### config.mk
export PLATFORM = sky130hd
export DESIGN_NAME = key_press
export DESIGN_NICKNAME = d
export VERILOG_FILES = /design/src/rtl/key_press.sv
export SDC_FILE = /design/constraint.sdc
export NUM_CORES = 1
export LEC_CHECK = 0
export CAP_MARGIN = 20
export CORE_AREA = 2 2 39 41
export CTS_CLUSTER_DIAMETER = 120
export DETAILED_ROUTE_END_ITERATION = 12
export DIE_AREA = 0 0 41 43
export SYNTH_ARGS = -nofsm -noshare
export SYNTH_HDL_FRONTEND = slang
export SYNTH_SLANG_ARGS = --single-unit
### constraint.sdc
create_clock -name clk -period 2.3 [get_ports clk]
set_input_delay 0.46 -clock clk [delete_from_list [all_inputs] [get_ports clk]]
set_output_delay 0.46 -clock clk [all_outputs]
set_load 0.03 [all_outputs]
### src/rtl/key_press.sv
// key_press: synchronizes and debounces an active-low pushbutton,
// giving a debounced held level plus one-cycle press/release pulses.
module key_press #(
    parameter int DEBOUNCE_CYCLES = 4
) (
    input  logic clk,
    input  logic reset,
    input  logic key_n,
    output logic press,
    output logic key_release,
    output logic held
);
    localparam int CW = $clog2(DEBOUNCE_CYCLES + 1);
    localparam logic [1:0] RELEASED   = 2'd0;
    localparam logic [1:0] DB_PRESS   = 2'd1;
    localparam logic [1:0] HELD       = 2'd2;
    localparam logic [1:0] DB_RELEASE = 2'd3;
    localparam logic [CW-1:0] LAST = CW'(DEBOUNCE_CYCLES - 1);

    logic          r_sync1, r_sync2;
    logic [1:0]    r_state, w_next;
    logic [CW-1:0] r_cnt, w_cnt;
    logic          r_press, r_release, r_held;
    logic          w_s, w_last;

    assign w_s    = ~r_sync2;
    assign w_last = r_cnt == LAST;

    // Entering a debounce state counts the triggering sample as the first one.
    always_comb begin
        w_next = r_state;
        w_cnt  = r_cnt;
        case (r_state)
            RELEASED: begin
                w_next = w_s ? DB_PRESS : RELEASED;
                w_cnt  = w_s ? CW'(1) : '0;
            end
            DB_PRESS: begin
                w_next = !w_s ? RELEASED : (w_last ? HELD : DB_PRESS);
                w_cnt  = (!w_s || w_last) ? '0 : r_cnt + CW'(1);
            end
            HELD: begin
                w_next = w_s ? HELD : DB_RELEASE;
                w_cnt  = w_s ? '0 : CW'(1);
            end
            default: begin
                w_next = w_s ? HELD : (w_last ? RELEASED : DB_RELEASE);
                w_cnt  = (w_s || w_last) ? '0 : r_cnt + CW'(1);
            end
        endcase
    end

    always_ff @(posedge clk) begin
        if (!reset) begin
            r_sync1   <= 1'b1;
            r_sync2   <= 1'b1;
            r_state   <= RELEASED;
            r_cnt     <= '0;
            r_press   <= 1'b0;
            r_release <= 1'b0;
            r_held    <= 1'b0;
        end else begin
            r_sync1   <= key_n;
            r_sync2   <= r_sync1;
            r_state   <= w_next;
            r_cnt     <= w_cnt;
            r_press   <= r_state == DB_PRESS && w_s && w_last;
            r_release <= r_state == DB_RELEASE && !w_s && w_last;
            r_held    <= w_next == HELD || w_next == DB_RELEASE;
        end
    end

    assign press       = r_press;
    assign key_release = r_release;
    assign held        = r_held;
endmodule

==> metrics.txt, run 1 <==
Arr. time, crit path=roughly 1.2 ns; HP Class=reg -> reg; Clock Skew=0.0009043 ns; Global Route Usage Sum=0.07576; Required @ worst endpoint=1.84 ns; critical path endpoint category=primary output; first-pass GRT wire length=800 um; ANT cells=0; Vias=258; delay-heaviest family, CP=buffers and inverters; sequential area share after synthesis=0.5536; Clock Path Buffers=2; cts repair resizes=0; most common cell after layout, fill and taps aside=dfxtp_1; crit path cell chain=clkdlybuf4s50_1; register bit total from synthesis=10; routed len/inst=9.000 um; Syn Inst Count=34; Hold Vio Cnt, Final=0; Clock Root Buffer=clkbuf_4; IR Drop Worst-Case VDD=277.4 uV; Max-Cap Viols=0; outcome=completed; Std-Cell Rows=14; die width=41 um; Die Y=43 um; pwr/cell area=735.9 mW/mm^2; Post-CTS Hold Buffers=0; post-route ant nets=0; critical path's largest stage delay=0.66 ns; gpl congestion=about 0.64; Slew Limit Fails=0; final setup fails=0; vias per cell=~4.4; leakage=0.0001840 uW; actual slew at the worst max-slew pin=0.3025 ns; max_slew headroom=0.7977; Setup CP Type=reg -> out; post-synthesis cell area=between 300 and 400 um^2; initial antenna violation count=0; crit path launch type=flop; RSZ-0062 raised after global routing=no; die area=0.001763 mm^2; Clk Latency, worst-skew pair=0.26 ns; Post-Route WL=around 530 um; CP Max Fanout=1; Synthesized Nets=40; Min Hold Slack=0.4184 ns; nets=50; Yosys top cell area share=0.5536; minimum clock period=1.692 ns; share of layout cells above drive strength 1=0.09302; fillcell total=144; Initial Util=0.2613; Mapped Avg Cell Area=10.64 um^2; clock slew at reported path FFs=0.07 ns; H-tree depth=1; setup bufs post-CTS=0; Clock Sinks=10; vias in the first global route=roughly 200; Buffers on Ports=5; Initial DRC Count=0; TritonRoute pass-1 iters=1; Synth area leaders=dfxtp_1 (55%), ha_1 (10%), o21a_1 (4.2%); commonest cells after routing, fill and taps aside=dfxtp_1 (10), clkdlybuf4s50_1 (5), nand2_1 (3), ha_1 (3), clkbuf_4 (3); Area Overhead vs Synth=29.41%; Crit-path slowest cell=clkdlybuf4s50_1; cell taking the most area after synthesis=dfxtp_1; setup TNS=0 ns; remaining global-route overflow=0; Max Freq=0.5911 GHz; largest net degree at the start of global routing=9; core area=roughly 0.0014 mm^2; DRC=0; clock buffer count from CTS=3; Final Cycle Share=0.7355; Yosys cell types=16; I/O pin total=6; CTS tree=built; synth warn=0; buffers plus inverters on the worst setup path=1; hpwl dp=377.8 um
## layer usage
layer	GRT usage	part of all wire	wire [um]	vias up
met2	0.1094	0.50	266	6
met4	0.06000	0.032	17	0
met1	0.07213	0.42	223	118
li1	-	-	-	132
met5	0	0	0	-
met3	0.04712	0.043	23	2
## cell usage after synthesis (all sizes together)
master  instances
dfxtp          10
ha              3
nand2           3
and3            2
inv             2
nand2b          2
nor4            2
o21a            2
a21boi          1
and3b           1
nand3           1
nor2            1
nor3            1
o21ai           1
xnor2           1
xor2            1
## state kept, by name, summed over array words and instances, names as in the netlist
| register | flops |
|---|---|
| r_sync1 | 1 |
| r_sync2 | 1 |
| held | 1 |
| r_state | 2 |
| press | 1 |
| r_cnt | 3 |
| key_release | 1 |
## logic make-up (layout without fill, tap and decap cells)
family | after synthesis | after routing | share of synthesized area
compound gates | 4 | 4 | 0.07611
xor+xnor | 2 | 2 | 0.04845
fa+ha+maj | 3 | 3 | 0.1038
buf+inv | 2 | 11 | 0.02077
flops | 10 | 10 | 0.5536
simple gates | 13 | 13 | 0.1972
## cell type report
| cell class | instances | area (um^2) | area share |
|---|---|---|---|
| repair buffers | 5 | 50.05 | 0.1070 |
| well taps | 16 | 20.02 | 0.04278 |
| multi-input cells | 22 | 153.9 | 0.3289 |
| flip-flops and latches | 10 | 200.2 | 0.4278 |
| clock buffers | 4 | 36.28 | 0.07754 |
| inverters | 2 | 7.507 | 0.01604 |
## stage by stage
stage               setup slack (ns)  power, uW  utilization  cells  cell area [um^2]
global placement              0.8814      190.2       0.3119     55             431.7
floorplan                      1.165      184.7            -     34             361.6
CTS                           0.5962      347.9       0.3382     59             467.9
global route                  0.5682      357.7       0.3382     59             467.9
detailed placement            0.8833      190.5       0.3119     55             431.7
finish                        0.6082      344.4       0.3382     59             467.9
## report_power, final
| group | switching (uW) | leakage [uW] | internal, uW | total (uW) |
|---|---|---|---|---|
| clock | 61.7 | 0.0000210 | 96.1 | 158 |
| sequential | 2.27 | 0.0000812 | 176 | 178 |
| combinational | 3.23 | 0.0000819 | 5.42 | 8.65 |
## worst paths after layout
path             from      end  slack, ns  cells past startpoint
max              held     held       0.61                      1
min           r_sync1  r_sync2       0.42                      1
min reg2reg   r_sync1  r_sync2       0.42                      1
max reg2reg  r_cnt[0]     held       1.10                      4
No activity file was read; power rests on OpenSTA's default activity.
==> inputs of run 2 (changes only) <==
==> constraint.sdc (replaced) <==
create_clock -name clk -period 1.5 [get_ports clk]
set_input_delay 0.3 -clock clk [delete_from_list [all_inputs] [get_ports clk]]
set_output_delay 0.3 -clock clk [all_outputs]
set_load 0.03 [all_outputs]
==> run 2 against run 1 <==
Compared with the run above: utilization shrank 0.27 points; global-route usage rose by 1.5 points; flip-flop and latch count unchanged; register-to-register slack worse by 0.81 ns; combinational power rose by 54%; setup slack worse by 0.36 ns; critical path type unchanged; critical endpoint unchanged; largest power group unchanged.
==> metrics.txt, run 2 (same netlist as run 1, synthesis figures left out) <==
Initial DRC Count=5 (+5); RSZ-0062 raised after global routing=no; die width=41 um (unchanged); core area=0.001384 mm^2 (unchanged); initial antenna violation count=0 (unchanged); commonest cells after routing, fill and taps aside=dfxtp_1 (10), nand2_1 (3), ha_1 (3), clkbuf_4 (3), dlygate4sd2_1 (3); top flop regs=r_cnt (3), r_state (2); max_slew headroom=0.8019 (+0.004225); register area=200.2 um^2 (unchanged); delay-heaviest family, CP=buffers and inverters; met2 WL=305 um (+15%); Max-Cap Viols=0 (unchanged); DRC=0 (unchanged); critical path's largest stage delay=0.39 ns (-0.27 ns); setup ws final=0.2477 ns (-0.3605 ns); actual slew at the worst max-slew pin=0.2983 ns (-0.004206 ns); CTS tree=built; HP Class=reg -> reg; Clock Skew=0.0006075 ns (-0.0002969 ns); RR Endpoint=held; post-route ant nets=0 (unchanged); Worst R2R Start=r_cnt[0]; Final Cycle Share=0.8349; Clk Latency, worst-skew pair=0.26 ns (about the same); Post-CTS Hold Buffers=0 (unchanged); clock buffer count from CTS=3 (unchanged); Required @ worst endpoint=1.20 ns (-0.64 ns); CP startpoint=held; Arr. time, crit path=0.95 ns (-0.28 ns); crit path cell chain=dlygate4sd2_1; Post-Route WL=558 um (+5.1%); flop2flop setup slack=0.29 ns (-0.81 ns); minimum clock period=1.252 ns; Clock Sinks=10 (unchanged); buffers plus inverters on the worst setup path=1 (unchanged); routed len/inst=9.458 um (+5.1%); gpl congestion=0.6444 (about the same); Largest Register=r_cnt; reg2reg path depth=4 (unchanged); Global Route Usage Sum=0.09100 (+0.01524); H-tree depth=1 (unchanged); Initial Util=0.2613 (unchanged); nets=50 (unchanged); Worst setup endpoint=held; pwr/cell area=1126 mW/mm^2 (+53%); Hold Vio Cnt, Final=0 (unchanged); Clock Root Buffer=clkbuf_4; Area Overhead vs Synth=28.37%; CP Depth=1 (unchanged); largest net degree at the start of global routing=9 (unchanged); CP Max Fanout=1 (unchanged); setup TNS=0 ns (unchanged); IR Drop Worst-Case VDD=401.8 uV (+45%); clock slew at reported path FFs=0.06 ns (about the same); ANT cells=0 (unchanged); vias per cell=4.356 (-0.39%); Highest Signal Layer=met4; crit path launch type=flop; Buffers on Ports=5 (unchanged); first-pass GRT wire length=917 um (+15%); Vias=257 (-0.39%); share of layout cells above drive strength 1=0.09302 (unchanged); remaining global-route overflow=0 (unchanged); Slew Limit Fails=0 (unchanged); leakage=0.0001986 uW (+7.9%); vias in the first global route=232 (+15%); die area=0.001763 mm^2 (unchanged); Die Y=43 um (unchanged); most common cell after layout, fill and taps aside=dfxtp_1; final core utilization=0.3354 (-0.002713); max reg flops=3 (unchanged); outcome=completed; final setup fails=0 (unchanged); critical path endpoint category=primary output; hpwl dp=387 um (+2.4%); I/O pin total=6 (unchanged); TritonRoute pass-1 iters=2 (+1); fillcell total=150 (+4.2%); footprint of the multi-input gates=153.9 um^2 (unchanged); Setup CP Type=reg -> out; M1 WL=211 um (-5.4%); Std-Cell Rows=14 (unchanged); Clock Path Buffers=2 (unchanged); Min Hold Slack=0.4188 ns (+0.0003470 ns); Crit-path slowest cell=dlygate4sd2_1; setup slack at placement=0.2470 ns (-0.6362 ns); Max Freq=around 0.80 GHz; metal3 WL=20 um (-13%)
[run 2: where the power goes]
| part | leakage, uW | switching [uW] | internal [uW] |
|---|---|---|---|
| combinational | 0.0000965 | 4.99 | 8.31 |
| clock | 0.0000210 | 89.4 | 147 |
| sequential | 0.0000812 | 3.49 | 269 |
[run 2: how the worst min path moves through the flow]
stage / start / endpoint / cells past startpoint
after global routing: r_sync1 / r_sync2 / 1
after detailed placement: r_sync1 / r_sync2 / 1
after floorplan: reset / r_sync1 / 1
after CTS: r_sync1 / r_sync2 / 1
final: r_sync1 / r_sync2 / 1
after global placement: r_sync1 / r_sync2 / 1
[run 2: layout make-up]
class,count,area share
sequential,10,0.4313
timing repair buffer,5,0.09973
inverter,2,0.01617
multi-input combinational,22,0.3315
tap,16,0.04313
clock buffer,4,0.07817
[run 2: routing by layer]
metal	vias to the layer above	track usage
met5	-	0
met4	0	0.1200
met3	2	0.04712
met2	4	0.1125
met1	117	0.08882
li1	134	-
[run 2: through the flow]
step	std cells	area (um^2)	power (uW)
global route	59	464.2	550.2
floorplan	34	361.6	283.3
detailed placement	55	431.7	292.1
finish	59	464.2	522.7
global placement	55	431.7	291.6
CTS	59	464.2	533.5
[run 2: what timing repair did]
| item | CTS | global route |
|---|---|---|
| resized for setup | 3 | 0 |
| buffers inserted | 0 | 0 |
| endpoints found under the setup margin | 3 | 0 |
==> inputs of run 3 (changes only) <==
==> constraint.sdc (replaced) <==
create_clock -name clk -period 1 [get_ports clk]
set_input_delay 0.2 -clock clk [delete_from_list [all_inputs] [get_ports clk]]
set_output_delay 0.2 -clock clk [all_outputs]
set_load 0.03 [all_outputs]
==> run 3 against run 2 <==
Compared with the run above: the flow now finishes with violations (setup timing); die area did not move; clock power rose by 11%; wire length up 14%; via count unchanged; sequential power is 51% higher; clock-buffer cell count fell by 1; critical path type is now reg -> reg; critical endpoint is now r_state[1].
==> metrics.txt, run 3 (same netlist as run 1, synthesis figures left out) <==
commonest cells after routing, fill and taps aside=dfxtp_1 (8), buf_4 (5), nand2_1 (3), ha_4 (3), clkbuf_4 (3); actual slew at the worst max-slew pin=0.3411 ns (+0.04281 ns); ANT cells=0 (unchanged); setup slack at placement=-0.1746 ns (-0.4217 ns); Clock Skew=0.001694 ns (+0.001087 ns); hpwl dp=453.2 um (+17%); remaining global-route overflow=0 (unchanged); critical path endpoint category=flop; Arr. time, crit path=1.26 ns (+0.31 ns); most common cell after layout, fill and taps aside=dfxtp_1; failing checks=setup timing; core area=0.001384 mm^2 (unchanged); die width=41 um (unchanged); vias in the first global route=268 (+16%); nets=52 (+4.0%); Max-Cap Viols=0 (unchanged); RSZ-0062 raised after global routing=yes; Initial DRC Count=0 (-5); crit path launch type=flop; Std-Cell Rows=14 (unchanged); Global Route Usage Sum=0.08880 (-0.002202); leakage=0.0002029 uW (+2.2%); first-pass GRT wire length=972 um (+6.0%); final setup fails=4 (+4); CTS tree=built; Largest Register=r_cnt; share of layout cells above drive strength 1=0.4091 (+0.3161); largest net degree at the start of global routing=7 (-2); gpl congestion=0.6111 (-5.2%); die area=0.001763 mm^2 (unchanged); pwr/cell area=1282 mW/mm^2 (+14%); clock buffer count from CTS=3 (unchanged); buffers plus inverters on the worst setup path=0 (-1); IR Drop Worst-Case VDD=633.0 uV (+58%); Crit-path slowest cell=dfxtp_2; Post-CTS Hold Buffers=0 (unchanged); H-tree depth=1 (unchanged); clock slew at reported path FFs=0.06 ns (about the same); setup TNS=-0.2689 ns (-0.2689 ns); Initial Util=0.2613 (unchanged); post-route ant nets=0 (unchanged); Setup CP Type=reg -> reg; Post-Route WL=636 um (+14%); top flop regs=r_cnt (3), r_state (2); setup ws final=-0.1024 ns (-0.3502 ns); footprint of the multi-input gates=234.0 um^2 (+52%); CP dominant cell by count=ha_4; delay-heaviest family, CP=flip-flops; Clock Sinks=10 (unchanged); max_slew headroom=0.7718 (-0.03010); vias per cell=4.283 (-1.7%); minimum clock period=1.102 ns; Max Freq=slightly above 0.9 GHz; Hold Vio Cnt, Final=0 (unchanged); crit path cell chain=ha_4 -> ha_4 -> and3b_1 -> o21a_1; Required @ worst endpoint=1.16 ns (-0.04 ns); Slew Limit Fails=0 (unchanged); dpl cells=56 (+1.8%); Clk Latency, worst-skew pair=0.26 ns (about the same); I/O pin total=6 (unchanged); Die Y=43 um (unchanged); routed len/inst=10.60 um (+12%); fillcell total=136 (-9.3%); final core utilization=0.3951 (+0.05968); max reg flops=3 (unchanged); post-route insts no fill=60 (+1.7%); Clock Root Buffer=clkbuf_4; TritonRoute pass-1 iters=1 (-1); initial antenna violation count=0 (unchanged); Area Overhead vs Synth=51.21%; Vias=257 (unchanged); Clock Path Buffers=2 (unchanged); register area=202.7 um^2 (+1.2%); HP Class=in -> reg; CP Max Fanout=2 (+1); outcome=finished with violations; DRC=0 (unchanged); Final Cycle Share=1.102; critical path's largest stage delay=0.33 ns (-0.06 ns); Buffers on Ports=5 (unchanged)
[run 3: changes by cell type in the layout (fill, tap and decap cells not counted), moves of 2 or more]
cell	before	now
ha_1	3	0
ha_4	0	3
dlygate4sd2_1	3	0
dfxtp_2	0	2
dfxtp_1	10	8
buf_4	0	5
nor4_1	2	0
[run 3: worst register-to-register path, stage by stage (launching register included)]
cell and delay, ns:
dfxtp_2 0.33, ha_4 0.17, ha_4 0.16, and3b_1 0.17, o21a_1 0.18
[run 3: path summary, 6_finish.rpt]
path         slack, ns  cells after the start          to      from
max              -0.10                      4  r_state[1]  r_cnt[0]
min               0.25                      2     r_sync2     reset
max reg2reg      -0.10                      4  r_state[1]  r_cnt[0]
min reg2reg       0.42                      1     r_sync2   r_sync1
[run 3: power breakdown]
part	internal (uW)	switching [uW]	total, uW
combinational	16.4	11.9	28.3
clock	138	123	262
sequential	405	6.39	411
[run 3: per-layer routing]
metal  share of wire  vias up  track usage
li1                -      138            -
met1            0.44      111      0.08170
met2            0.47        6       0.1313
met3           0.061        2      0.03141
met4           0.025        0       0.1000
met5               0        -            0
[run 3: final cells by class]
type                            count  share of cell area
Inverter                            2             0.01373
Timing Repair Buffer                7              0.1098
Tap cell                           16             0.03661
Sequential cell                    10              0.3707
Clock buffer                        3             0.04119
Multi-Input combinational cell     22              0.4279
[run 3: what timing repair did]
| item | 4_1_cts | 5_1_grt |
|---|---|---|
| resized for setup | 7 | 8 |
| setup buffers | 0 | 1 |
| endpoints found under the setup margin | 8 | 8 |
| pin swaps | 4 | 6 |
[run 3: stage by stage]
stage / power [uW] / cell area, um^2 / hold slack [ns]
final: 700.9 / 546.8 / 0.2452
after global routing: 738.7 / 546.8 / 0.2626
after CTS: 712.3 / 505.5 / 0.4233
after detailed placement: 442.3 / 436.7 / 0.4089
after global placement: 441.7 / 436.7 / 0.4268
after floorplan: 425.0 / 366.6 / 0.2730
